<file path="src/rtl/cordic_pkg.sv">
// Shared types and constants for the e^x CORDIC sequencing controller.
package cordic_pkg;

    typedef enum logic [1:0] {
        S_IDLE = 2'd0,
        S_LOAD = 2'd1,
        S_WAIT = 2'd2,
        S_HOLD = 2'd3
    } state_t;

    localparam int unsigned X_W = 32;  // 16.16 argument
    localparam int unsigned Y_W = 64;  // 32.32 result

    // ln(2^32) in 16.16: any larger magnitude overflows or underflows the 32.32 result
    localparam logic [X_W-1:0] SAT_THRESH = 32'h0016_2E43;
    localparam logic [Y_W-1:0] Y_ONES     = {Y_W{1'b1}};
    localparam logic [Y_W-1:0] Y_ZERO     = {Y_W{1'b0}};

endpackage

</file>
<file path="src/rtl/cordic_range_chk.sv">
// Splits a signed 16.16 argument into sign and magnitude and flags results
// that saturate without needing a core.
module cordic_range_chk
    import cordic_pkg::*;
(
    input  logic [X_W-1:0] x,
    output logic           sign,
    output logic [X_W-1:0] mag,
    output logic           sat
);

    assign sign = x[X_W-1];
    // 0x8000_0000 negates to itself, which still lands above the threshold
    assign mag  = sign ? (~x + 32'd1) : x;
    assign sat  = (mag >= SAT_THRESH);

endmodule

</file>
<file path="src/rtl/cordic_ctrl.sv">
// Request/response sequencer for a pair of e^x cores (positive / negative argument).
// Optional core-response watchdog enabled by defining CORDIC_CTRL_TIMEOUT_EN.
//
// state | meaning
// IDLE  | accept a request, range-check it
// LOAD  | one-cycle start pulse to the selected core
// WAIT  | wait for the selected core's done pulse
// HOLD  | present result until downstream accepts
module cordic_ctrl
    import cordic_pkg::*;
#(
    parameter int unsigned TIMEOUT_CYC = 64
)
(
    input  logic           clk,
    input  logic           rst,
    input  logic [X_W-1:0] in_x,
    input  logic           in_valid,
    output logic           in_ready,
    output logic [Y_W-1:0] out_y,
    output logic           out_sat,
    output logic           out_err,
    output logic           out_valid,
    input  logic           out_ready,
    output logic [X_W-1:0] core_x,
    output logic           core_en_p,
    output logic           core_en_n,
    input  logic [Y_W-1:0] core_y_p,
    input  logic [Y_W-1:0] core_y_n,
    input  logic           core_valid_p,
    input  logic           core_valid_n,
    output logic           core_rst
);

    state_t         state;
    logic           sign_r;
    logic           rc_sign;
    logic [X_W-1:0] rc_mag;
    logic           rc_sat;
    logic           core_done;

    cordic_range_chk u_range_chk (
        .x    (in_x),
        .sign (rc_sign),
        .mag  (rc_mag),
        .sat  (rc_sat)
    );

    // The unselected core's done pulse never reaches the FSM
    assign core_done = sign_r ? core_valid_n : core_valid_p;

`ifdef CORDIC_CTRL_TIMEOUT_EN
    logic        err_r;
    logic        to_pulse;
    logic [31:0] to_cnt;

    assign out_err  = err_r;
    assign core_rst = rst | to_pulse;
`else
    assign out_err  = 1'b0;
    assign core_rst = rst;
`endif

    always_ff @(posedge clk) begin
        if (rst) begin
            state     <= S_IDLE;
            in_ready  <= 1'b1;
            out_valid <= 1'b0;
            out_y     <= Y_ZERO;
            out_sat   <= 1'b0;
            core_en_p <= 1'b0;
            core_en_n <= 1'b0;
            core_x    <= '0;
            sign_r    <= 1'b0;
`ifdef CORDIC_CTRL_TIMEOUT_EN
            err_r     <= 1'b0;
            to_pulse  <= 1'b0;
            to_cnt    <= '0;
`endif
        end else begin
            core_en_p <= 1'b0;
            core_en_n <= 1'b0;
`ifdef CORDIC_CTRL_TIMEOUT_EN
            to_pulse  <= 1'b0;
`endif
            case (state)
                S_IDLE: begin
                    if (in_valid) begin
                        in_ready <= 1'b0;
                        sign_r   <= rc_sign;
                        if (rc_sat) begin
                            out_y     <= rc_sign ? Y_ZERO : Y_ONES;
                            out_sat   <= 1'b1;
                            out_valid <= 1'b1;
`ifdef CORDIC_CTRL_TIMEOUT_EN
                            err_r     <= 1'b0;
`endif
                            state     <= S_HOLD;
                        end else begin
                            core_x    <= rc_mag;
                            core_en_p <= ~rc_sign;
                            core_en_n <= rc_sign;
                            state     <= S_LOAD;
                        end
                    end
                end
                S_LOAD: begin
`ifdef CORDIC_CTRL_TIMEOUT_EN
                    to_cnt <= TIMEOUT_CYC - 32'd1;
`endif
                    state <= S_WAIT;
                end
                S_WAIT: begin
                    if (core_done) begin
                        out_y     <= sign_r ? core_y_n : core_y_p;
                        out_sat   <= 1'b0;
                        out_valid <= 1'b1;
`ifdef CORDIC_CTRL_TIMEOUT_EN
                        err_r     <= 1'b0;
`endif
                        state     <= S_HOLD;
                    end
`ifdef CORDIC_CTRL_TIMEOUT_EN
                    else if (to_cnt == 32'd0) begin
                        out_y     <= Y_ZERO;
                        out_sat   <= 1'b0;
                        err_r     <= 1'b1;
                        to_pulse  <= 1'b1;
                        out_valid <= 1'b1;
                        state     <= S_HOLD;
                    end else begin
                        to_cnt <= to_cnt - 32'd1;
                    end
`endif
                end
                S_HOLD: begin
                    if (out_ready) begin
                        out_valid <= 1'b0;
                        in_ready  <= 1'b1;
                        state     <= S_IDLE;
                    end
                end
                default: state <= S_IDLE;
            endcase
        end
    end

endmodule

</file>
<file path="config.mk">
export PLATFORM = sky130hd
export DESIGN_NAME = cordic_ctrl
export DESIGN_NICKNAME = d
export VERILOG_FILES = /design/src/rtl/cordic_pkg.sv /design/src/rtl/cordic_range_chk.sv /design/src/rtl/cordic_ctrl.sv
export SDC_FILE = /design/constraint.sdc
export NUM_CORES = 1
export LEC_CHECK = 0
export BUFFER_PORTS_ARGS = -buffer_cell sky130_fd_sc_hd__buf_4
export CAP_MARGIN = 5
export CORE_MARGIN = 5
export CORE_UTILIZATION = 43
export CTS_CLUSTER_DIAMETER = 120
export CTS_CLUSTER_SIZE = 10
export DETAILED_ROUTE_END_ITERATION = 10
export PLACE_DENSITY = 0.78
export SKIP_CTS_REPAIR_TIMING = 1
export SYNTH_ARGS = -nofsm -noshare
export SYNTH_HDL_FRONTEND = slang
export SYNTH_HIERARCHICAL = 1
export SYNTH_SLANG_ARGS = --single-unit
</file>
<file path="constraint.sdc">
create_clock -name clk -period 2.9 [get_ports clk]
set_clock_uncertainty 0.05 [all_clocks]
set_input_delay 0 -clock clk [delete_from_list [all_inputs] [get_ports clk]]
set_output_delay 0 -clock clk [all_outputs]
set_load 0.005 [all_outputs]
</file>
==> run summary, run 1 <==
The flow ran to the end, but the final reports show violations. The checks that failed: hold timing. The total count of hold-check failures in the final report came to 1. The overall die width is 127 um. The global-route wire length before repair is about 29,000 um. The count of maximum capacitance violations is 0. The clock latency reported for the late side of the worst-skew pair came out at between 300 and 400 ps. The tree is rooted in a clkbuf_16.

The mapped netlist covers just under 0.006 sq mm. The final global-route overflow total came out at 0. The fraction of final layout cells sized beyond drive strength 1 came out at 0.450.

The cell with the biggest individual delay on the critical path is or4_4. The final max-slew violation count is 0. The count of antenna-violating nets left after detailed routing came out at 0. The detailed router finished its first iteration with 404 violations. The required arrival time at the worst endpoint is just over 3000 ps. The initial antenna violation count is 0. The worst supply voltage drop on vdd is roughly 0.00033 V. The routed wire length came out at between 15,000 and 20,000 um. The power per cell area is roughly 660 mW/mm^2. Setup repair after global routing left no endpoint under its margin. The worst setup path is launched from an input port. The number of fill cells is 1,138. The portion of the clock cycle consumed by the worst path in the final layout came out at 0.922. The repair_antennas step left the layout with diodes totalling 0. The y dimension of the die is between 100 and 150 um. The routability congestion estimate from global placement came out at between 0.8 and 0.9.

The largest fanout of any net on the critical path came out at 32. The initialized floorplan defines 42 standard-cell rows. Clock tree synthesis found a total of roughly 100 sinks. The critical path launch point is in_x[26]. The starting utilization of the core area came out at 0.441. The number of remaining DRC errors came out at 0. The synthesized netlist cell count came out at 677. The cell count after placement is 1,123. The tightest hold path in the finished design has a slack of -14.8 ps. The detailed router placed 5,933 vias in this run. The share of synthesized area occupied by flip-flops and latches came out at 0.355. The core region is about 0.013 sq mm. Leaving out fill and tap cells, the most frequent cell in the layout is buf_4. The number of enable flip-flop cells after synthesis came out at 0.

The count of non-filler cells in the finished layout came out at 1,143. Entering global routing, the biggest net connects 58 pins. The worst register-to-register path begins at state[0]. The placed standard-cell area is about 0.0083 sq mm. After routing the design area is between 0.008 and 0.009 sq mm. The number of global-route vias before repair is between 5,000 and 6,000. Using the TritonRoute via totals, the vias-per-cell ratio works out to 5.19. The clock tree buffer depth came out at 2.

After clock tree synthesis, the clock-pin slew on the worst setup and hold paths is 70 ps. In the layout the commonest cells are buf_4, nand2_1, dfxtp_1, nand2b_1, mux2_2. The most used flip-flop cell after synthesis is dfxtp_1.

Walking the worst path, the cells encountered are buf_4, or4_4, or4_1, o41ai_2, xnor2_1, nor3_2, and4b_1, o21ai_1, a21boi_2, a211o_2, buf_12, a22oi_1. The count of yosys warnings during synthesis came out at 6. The first-pass iteration count of the detailed router is 5. During placement, the flow inserted port buffers numbering between 200 and 300.

The count of pins on the block boundary is 269. Summed over all cells, the static leakage comes to 3.87 nW. TritonCTS built the clock tree. The die covers ~0.016 sq mm. The overall global routing resource usage came out at 0.217. The final count of negative-setup-slack endpoints is 0. For the pin with the worst max-slew slack, the measured transition is around 600 ps. The critical path in this run is classified as input port to flop. The kind of path behind the tightest hold check is input port to flop.

The number of nets in the final layout is between 1,000 and 1,500. The worst setup path is captured at a flop. The area added between synthesis and finish is 47.9%. The peak per-stage delay on the critical path is ~530 ps. The HPWL after detailed placement came out at roughly 14,000 um. The worst max-slew margin expressed relative to the limit came out at 0.586.

The synthesized area per cell is just under 9 sq um. The minimum clock period came out at 2670 ps. When the netlist entered floorplanning its net count stood at 848. Data on the critical path arrives at its endpoint at just under 3000 ps. The number of clock buffers added by TritonCTS is 9. The routed wirelength normalized by instance count came out at between 15 and 20 um. Timing would allow up to about 370 MHz. The register bit total from synthesis is approximately 100. In the synthesized netlist the async set-or-reset flop fraction comes to 0.

The clock tree synthesis step divided the H-tree into 3 levels. The count of different cell masters after synthesis came out at 62. In the final timing run, aggregate negative setup slack is 0 ps.

The startpoint identified for the worst hold timing path is in_x[20].
[worst max-delay path, delay by kind of cell]
| kind | cells | cell delay, ps |
|---|---|---|
| xor+xnor | 1 | 200 |
| compound gates | 5 | 1130 |
| simple gates | 4 | 1240 |
| buf+inv | 2 | 300 |
[synthesized netlist by cell type, drive strengths merged, types with 3 or more instances]
library cell | count | area, sq um
nand2b | 69 | 434
nand2 | 134 | 503
a21oi | 41 | 205
mux2i | 3 | 30.0
mux2 | 65 | 732
o31ai | 9 | 77.6
o21ai | 12 | 60.1
or2 | 3 | 18.8
nand3 | 3 | 20.0
ha | 5 | 62.6
xor2 | 8 | 70.1
a22oi | 64 | 480
buf | 35 | 188
dfxtp | 104 | 2080
o41ai | 7 | 98.9
xnor2 | 19 | 166
inv | 13 | 48.8
nor2 | 6 | 22.5
nor3 | 7 | 40.0
or3 | 4 | 25.0
a31oi | 3 | 18.8
nor4 | 5 | 67.6
clkbuf | 25 | 93.8
[sequential cells by signal (all words and copies together), names as in the netlist]
name / flops
out_y: 64
core_en_n: 1
out_valid: 1
core_x: 32
in_ready: 1
state: 2
core_en_p: 1
out_sat: 1
sign_r: 1
[where the power goes]
part | total, mW | internal [mW] | switching, mW
clock network | 1.17 | 0.614 | 0.559
registers | 2.04 | 1.82 | 0.223
logic | 2.51 | 1.29 | 1.22
[worst paths after layout]
kind | slack (ps) | depth (start not counted) | end
min reg2reg | 410 | 2 | core_x[3]
min | -10 | 4 | core_x[20]
max | 230 | 12 | out_y[49]
max reg2reg | 830 | 6 | out_y[13]
[metrics by stage]
step / utilization / setup slack, ps / total power [mW]
2_1_floorplan: - / 32.6 / 3.38
3_3_place_gp: 0.628 / -152 / 4.53
3_5_place_dp: 0.628 / -167 / 4.59
4_1_cts: 0.649 / 175 / 5.78
5_1_grt: 0.652 / 19.5 / 6.10
6_report: 0.652 / 225 / 5.72
[area by class of cell]
cell class	instances	area (sq um)	area share
multi-input cells	500	3460	0.399
flip-flops and latches	104	2080	0.240
inverters	13	48.8	0.00563
clock buffers	11	243	0.0280
clock inverters	5	40.0	0.00462
repair buffers	334	2580	0.297
well taps	176	220	0.0254
[kinds of logic (layout without fill, tap and decap cells)]
logic type      count (synthesis)  after routing  synth area share
flops                         104            104             0.355
simple gates                  244            244             0.216
mux                            68             68             0.130
fa+ha+maj                       5              5            0.0107
compound gates                155            155             0.191
other cells                     1              1          0.000640
buf+inv                        73            363            0.0563
xor+xnor                       27             27            0.0403
[per-layer routing]
layer	track usage	vias to the layer above	wire length, um
met5	0	-	0
met4	0.0580	0	311
met3	0.0694	20	1680
met2	0.382	219	9320
met1	0.255	2758	7260
li1	-	2936	-
Power figures use the tool's default switching activity.
==> inputs of run 2 (changes only) <==
--- a/config.mk
+++ b/config.mk
@@ -13,6 +13,7 @@
 export CTS_CLUSTER_SIZE = 10
 export DETAILED_ROUTE_END_ITERATION = 10
 export PLACE_DENSITY = 0.78
+export RECOVER_POWER = 25
 export SKIP_CTS_REPAIR_TIMING = 1
 export SYNTH_ARGS = -nofsm -noshare
 export SYNTH_HDL_FRONTEND = slang
==> run 2 against run 1 <==
  * The run ends with hold timing, capacitance limit, slew limit left
  * Hold slack worse by 1.7 ps
  * Global-route usage unchanged
  * Register-to-register slack about the same
  * Via count up 0.10%
  * Core utilization down 0.42 points
  * Clock power about the same
  * Die area unchanged
  * First-iteration DRC count down 6.4%
  * Worst setup slack better by 6.0 ps
  * Total power down 1.1%
  * Highest routed layer unchanged
==> run summary, run 2 (same netlist as run 1, synthesis figures left out) <==
Status: finished, violations left (unchanged). Violations in the final reports: hold timing, capacitance limit, slew limit (was hold timing). The amount of wire on met2 after detailed routing came out at 9340 um (was 9320 um). The critical path class was input port to flop (unchanged). The first-pass iteration count of the detailed router came out at 5 (unchanged). The overall die width was 127 um (unchanged). Commonest cells after routing, fill and taps aside: buf_4, nand2_1, dfxtp_1, nand2b_1, mux2_2 (unchanged). The power per cell area came out at 657 mW/mm^2 (was 660 mW/mm^2). The y dimension of the die came to 127 um (unchanged). The cell with the biggest individual delay on the critical path is or4_4 (unchanged). The minimum clock period is 2670 ps (about the same). The kind of path behind the tightest hold check is input port to flop (unchanged).

The cell count after placement is 1,123 (unchanged). The sequential group share of total power was 0.361 (was 0.357). The pre-CTS worst setup slack was -167 ps (unchanged). The final max-slew violation count is 53 (was 0). The data arrival time at the worst-slack endpoint is 2880 ps (was 2890 ps). The total power after layout is 5.66 mW (was 5.72 mW). The clock tree from TritonCTS is done (unchanged).

The number of nets in the final layout came to 1,133 (unchanged). The register name with the most flops is out_y (unchanged). The met3 wire length is 1660 um (was 1680 um). The total count of hold-check failures in the final report came to 1 (unchanged).

The most common cell after layout, fill and taps aside is buf_4 (unchanged). The combinational share of power was 0.432 (was 0.438). The number of rows created at floorplan is 42 (unchanged). The count of antenna-violating nets left after detailed routing came out at 0 (unchanged).

The placed standard-cell area came to 0.00835 sq mm (unchanged). The clock tree buffer depth was 2 (unchanged). The clock latency reported for the late side of the worst-skew pair came out at 340 ps (about the same). The global-route wire length before repair came out at 28,800 um (unchanged). The core area came out at 0.0133 sq mm (unchanged). The internal power contribution is 3.67 mW (was 3.72 mW). The routed wirelength normalized by instance count came out at 16.2 um (about the same). The detailed-route wire length on metal 1 came out at 7220 um (was 7260 um).

The worst max-slew margin expressed relative to the limit came out at -0.168 (was 0.586). The clock-pin slew of the registers on the worst-case setup and hold paths came to 70 ps (about the same). The maximum number of pins on one net before global-route repair is 58 (unchanged). The HPWL after detailed placement is 13,900 um (unchanged).

The count of maximum capacitance violations came to 1 (was 0). The die area came to 0.0161 sq mm (unchanged). The via count of the routed design came out at 5,939 (was 5,933). The number of global-route vias before repair came to 5,676 (unchanged). The count of pins on the block boundary is 269 (unchanged). The antenna diode instance count is 0 (unchanged).

The initial detailed-routing violation count came out at 378 (was 404). The required arrival time at the worst endpoint came out at 3110 ps (about the same). The area added between synthesis and finish was 47.0% (was 47.9%).

The switching power share of the total came out at 0.352 (was 0.350). The portion of the clock cycle consumed by the worst path in the final layout came out at 0.920 (was 0.922). The flip-flop count of the largest register after layout came out at 64 (unchanged). The number of buffers added by the clock tree synthesis step was 9 (unchanged). Largest registers: out_y: 64 flops, core_x: 32 flops, state: 2 flops (unchanged). The largest fanout of any net on the critical path was 32 (unchanged). The routability congestion estimate from global placement is 0.895 (unchanged).

CP Cell Sequence: buf_4, or4_4, or4_1, o41ai_2, xnor2_1, nor3_2, and4b_1, o21ai_1, a21boi_2, a211o_2, buf_12, a22oi_1 (unchanged). The via count normalized by instance count was 5.20 (was 5.19). The count of non-filler cells in the finished layout is 1,143 (unchanged). The starting utilization of the core area is 0.441 (unchanged).

The worst supply voltage drop on vdd was 0.000325 V (was 0.000326 V). The number of sinks driven by the clock tree is 104 (unchanged). The slew at the pin closest to its max-slew limit is 1750 ps (was 603 ps). The post-layout utilization of the core came out at 0.648 (was 0.652).

The count of buffers from port buffering is 267 (unchanged). The sort of element at the start of the critical path is an input port (unchanged). The cell at the root of the clock tree is clkbuf_16 (unchanged). The worst hold slack across all endpoints came out at -16.5 ps (was -14.8 ps). The standby leakage power came out at 3.79 nW (was 3.87 nW).

The number of H-tree levels is 3 (unchanged). The power spent charging and discharging nets was 1.99 mW (was 2.00 mW). The final global-route overflow total came out at 0 (unchanged). The setup slack after layout is 231 ps (was 225 ps).

The final design instance area without fill came out at 0.00862 sq mm (was 0.00867 sq mm). The initial antenna violation count came out at 0 (unchanged). The overall global routing resource usage came out at 0.217 (unchanged).

The type of destination of the critical path is a flop (unchanged). The final total negative setup slack is 0 ps (unchanged). The top routing layer in use is met4 (unchanged). RSZ-0062 raised after global routing: false (unchanged). The routed wire length came out at 18,500 um (was 18,600 um). The final count of negative-setup-slack endpoints came out at 0 (unchanged). The number of remaining DRC errors is 0 (unchanged). The maximum achievable frequency came out at 375 MHz (was 374 MHz). The peak per-stage delay on the critical path is 530 ps (about the same). The share of total power in the clock network came to 0.207 (was 0.205). The fraction of final layout cells sized beyond drive strength 1 came to 0.434 (was 0.450).
[run 2: area by class of cell]
class / instances / area (sq um)
Fill cell: 1151 / 4680
Multi-Input combinational cell: 500 / 3460
Timing Repair Buffer: 334 / 2520
Sequential cell: 104 / 2080
Clock buffer: 11 / 243
Tap cell: 176 / 220
Inverter: 13 / 48.8
Clock inverter: 5 / 40.0
[run 2: layer usage]
layer,global-route usage,up-vias
met5,0,-
met3,0.0694,22
met2,0.382,226
li1,-,2939
met4,0.0580,0
met1,0.255,2752
[run 2: final timing paths]
| kind | from | to | slack [ps] | depth (start not counted) |
|---|---|---|---|---|
| max reg2reg | state[0] | out_y[13] | 840 | 6 |
| max | in_x[26] | out_y[49] | 230 | 12 |
| min reg2reg | core_x[26] | core_x[26] | 410 | 2 |
| min | in_x[20] | core_x[20] | -20 | 4 |
[run 2: worst max-delay path, delay by kind of cell]
kind                   cells  cell delay (ps)
AND/OR/NAND/NOR            4             1250
buffers and inverters      2              290
XOR/XNOR                   1              200
AO/OA/AOI/OAI              5             1130
[run 2: power by group through the flow]
stage	sequential [mW]	clock, mW	combinational (mW)
floorplan	2.06	0	1.32
global placement	2.07	0	2.46
detailed placement	2.07	0	2.51
CTS	2.05	1.22	2.52
global route	2.08	1.27	2.68
finish	2.04	1.17	2.45
==> inputs of run 3 (changes only) <==
==> constraint.sdc (replaced) <==
create_clock -name clk -period 2.9 [get_ports clk]
set_clock_uncertainty 0.05 [all_clocks]
set_input_delay 0 -clock clk [delete_from_list [all_inputs] [get_ports clk]]
set_output_delay 0 -clock clk [all_outputs]
set_load 0.01 [all_outputs]
==> run 3 against run 2 <==
  * The flow still finishes with violations (hold timing, capacitance limit, slew limit)
  * Die area unchanged
  * First-iteration DRC count down 4.0%
  * Total power up 1.1%
  * Critical path depth unchanged
  * Final cell count unchanged
  * Non-clock buffer count unchanged
  * Critical path type unchanged
==> run summary, run 3 (same netlist as run 1, synthesis figures left out) <==
Violations in the final reports: hold timing, capacitance limit, slew limit (unchanged). The minimum clock period came out at 2670 ps (about the same). The initial detailed-routing violation count was 363 (was 378).

The number of rows created at floorplan came to 42 (unchanged). The kind of path behind the tightest hold check is input port to flop (unchanged). The largest fanout of any net on the critical path is 32 (unchanged).

The fraction of final layout cells sized beyond drive strength 1 came out at 0.397 (was 0.434). The share of total power in the clock network came out at 0.205 (was 0.207). The register name with the most flops is out_y (unchanged). The total count of hold-check failures in the final report came to 1 (unchanged).

The count of pins on the block boundary was 269 (unchanged). The worst hold slack across all endpoints came out at -15.0 ps (was -16.5 ps). The routability congestion estimate from global placement is 0.895 (unchanged). The routed wirelength normalized by instance count is 16.3 um (was 16.2 um). Status: finished, violations left (unchanged). The dominant delay contributor by cell family on the critical path is simple AND/OR/NAND/NOR gates (unchanged). The starting utilization of the core area came out at 0.441 (unchanged). The first-pass iteration count of the detailed router came out at 5 (unchanged).

The final total negative setup slack is 0 ps (unchanged). The final count of negative-setup-slack endpoints is 0 (unchanged). The via count normalized by instance count came to 5.18 (was 5.20). The slew at the pin closest to its max-slew limit is 1760 ps (was 1750 ps).

The number of sinks driven by the clock tree is 104 (unchanged). The clock latency reported for the late side of the worst-skew pair came out at 340 ps (about the same). RSZ-0062 raised after global routing: false (unchanged). The antenna diode instance count is 0 (unchanged). The fraction of met1 tracks used by global routing came to 0.255 (unchanged). Largest registers: out_y: 64 flops, core_x: 32 flops, state: 2 flops (unchanged). The sort of element at the start of the critical path is an input port (unchanged). The overall die width came to 127 um (unchanged). The clock tree from TritonCTS is done (unchanged). The cell with the biggest individual delay on the critical path is or4_4 (unchanged).

The number of nets in the final layout is 1,133 (unchanged). The die area came out at 0.0161 sq mm (unchanged). The data arrival time at the worst-slack endpoint came out at 2880 ps (about the same). The initial antenna violation count was 0 (unchanged).

The peak per-stage delay on the critical path is 530 ps (about the same). The power per cell area is 675 mW/mm^2 (was 657 mW/mm^2). The y dimension of the die came out at 127 um (unchanged).

The combinational share of power is 0.438 (was 0.432). The number of H-tree levels came out at 3 (unchanged). The switching power share of the total came out at 0.372 (was 0.352).

The routed wire length came out at 18,600 um (was 18,500 um). The final max-slew violation count was 53 (unchanged). The internal power contribution came out at 3.59 mW (was 3.67 mW). The routing layer with the top usage in global route was met2 (unchanged).

The core area is 0.0133 sq mm (unchanged). The worst supply voltage drop on vdd is 0.000326 V (was 0.000325 V). The global-route wire length before repair is 28,800 um (unchanged).

The most common cell after layout, fill and taps aside was buf_4 (unchanged). The final global-route overflow total is 0 (unchanged). The clock tree buffer depth is 2 (unchanged). The portion of the clock cycle consumed by the worst path in the final layout was 0.920 (about the same).

The type of destination of the critical path is a flop (unchanged). The met3 track demand over resource in global routing came to 0.0694 (unchanged). The via count of the routed design came out at 5,919 (was 5,939). The HPWL after detailed placement is 13,900 um (unchanged). The count of buffers from port buffering came out at 267 (unchanged). The area added between synthesis and finish is 44.7% (was 47.0%). The required arrival time at the worst endpoint came to 3110 ps (about the same). The count of antenna-violating nets left after detailed routing came out at 0 (unchanged).

The cell count after placement came to 1,123 (unchanged). The total power after layout came out at 5.72 mW (was 5.66 mW). The number of remaining DRC errors is 0 (unchanged).

The worst max-slew margin expressed relative to the limit came out at -0.172 (was -0.168). The maximum achievable frequency is 375 MHz (about the same). CP Cell Sequence: buf_4, or4_4, or4_1, o41ai_2, xnor2_1, nor3_2, and4b_1, o21ai_1, a21boi_2, a211o_2, buf_12, a22oi_1 (unchanged). The critical path class is input port to flop (unchanged). Commonest cells after routing, fill and taps aside: buf_4, nand2_1, dfxtp_1, nand2b_1, mux2_2 (unchanged). The cell at the root of the clock tree is clkbuf_16 (unchanged).

The standby leakage power came out at 3.66 nW (was 3.79 nW). The count of non-filler cells in the finished layout is 1,143 (unchanged). The met2 track utilization from global routing came out at 0.382 (unchanged). The clock-pin slew of the registers on the worst-case setup and hold paths is 70 ps (about the same). The count of maximum capacitance violations is 1 (unchanged).

The number of buffer and inverter instances along the worst setup path came out at 2 (unchanged). The overall global routing resource usage came out at 0.217 (unchanged). The maximum number of pins on one net before global-route repair came to 58 (unchanged). The number of global-route vias before repair is 5,676 (unchanged). The flip-flop count of the largest register after layout was 64 (unchanged). The power spent charging and discharging nets came out at 2.13 mW (was 1.99 mW). The sequential group share of total power came out at 0.357 (was 0.361). The number of buffers added by the clock tree synthesis step is 9 (unchanged).
## run 3: cell counts in the layout (fill, tap and decap cells not counted)
Identical to the previous run, type by type.
## run 3: layer usage
layer	up-vias	routed length (um)
met5	-	0
met3	20	1660
met4	0	308
met1	2750	7260
met2	213	9370
li1	2936	-
## run 3: power groups by stage
stage | Clock [mW] | Sequential (mW) | Combinational (mW)
finish | 1.17 | 2.04 | 2.51
detailed placement | 0 | 2.07 | 2.65
CTS | 1.22 | 2.05 | 2.66
global route | 1.27 | 2.08 | 2.74
floorplan | 0 | 2.20 | 1.32
global placement | 0 | 2.07 | 2.60
## run 3: final timing paths
kind | cells after the start | from | to | slack (ps)
worst max register to register | 6 | state[0] | out_y[13] | 840
worst min register to register | 2 | core_x[26] | core_x[26] | 410
worst max-delay path | 12 | in_x[26] | out_y[49] | 230
worst min-delay path | 4 | in_x[20] | core_x[20] | -10
## run 3: stage by stage
| step | area [sq um] | setup slack, ps | util |
|---|---|---|---|
| after floorplan | 5860 | 32.6 | - |
| after global placement | 8350 | -152 | 0.628 |
| after detailed placement | 8350 | -167 | 0.628 |
| after CTS | 8630 | 175 | 0.649 |
| after global routing | 8480 | 19.5 | 0.638 |
| final | 8480 | 231 | 0.638 |
## run 3: layout make-up
class                      instances  area (sq um)
clock buffer                      11           243
clock inverter                     5          40.0
fill                            1192          4810
inverter                          13          48.8
multi-input combinational        500          3460
sequential                       104          2080
tap                              176           220
timing repair buffer             334          2390
## run 3: worst min-delay path, delay by kind of cell
kind / cells / cell delay (ps)
compound gates: 1 / 50
xor+xnor: 1 / 110
buf+inv: 1 / 110
simple gates: 1 / 70
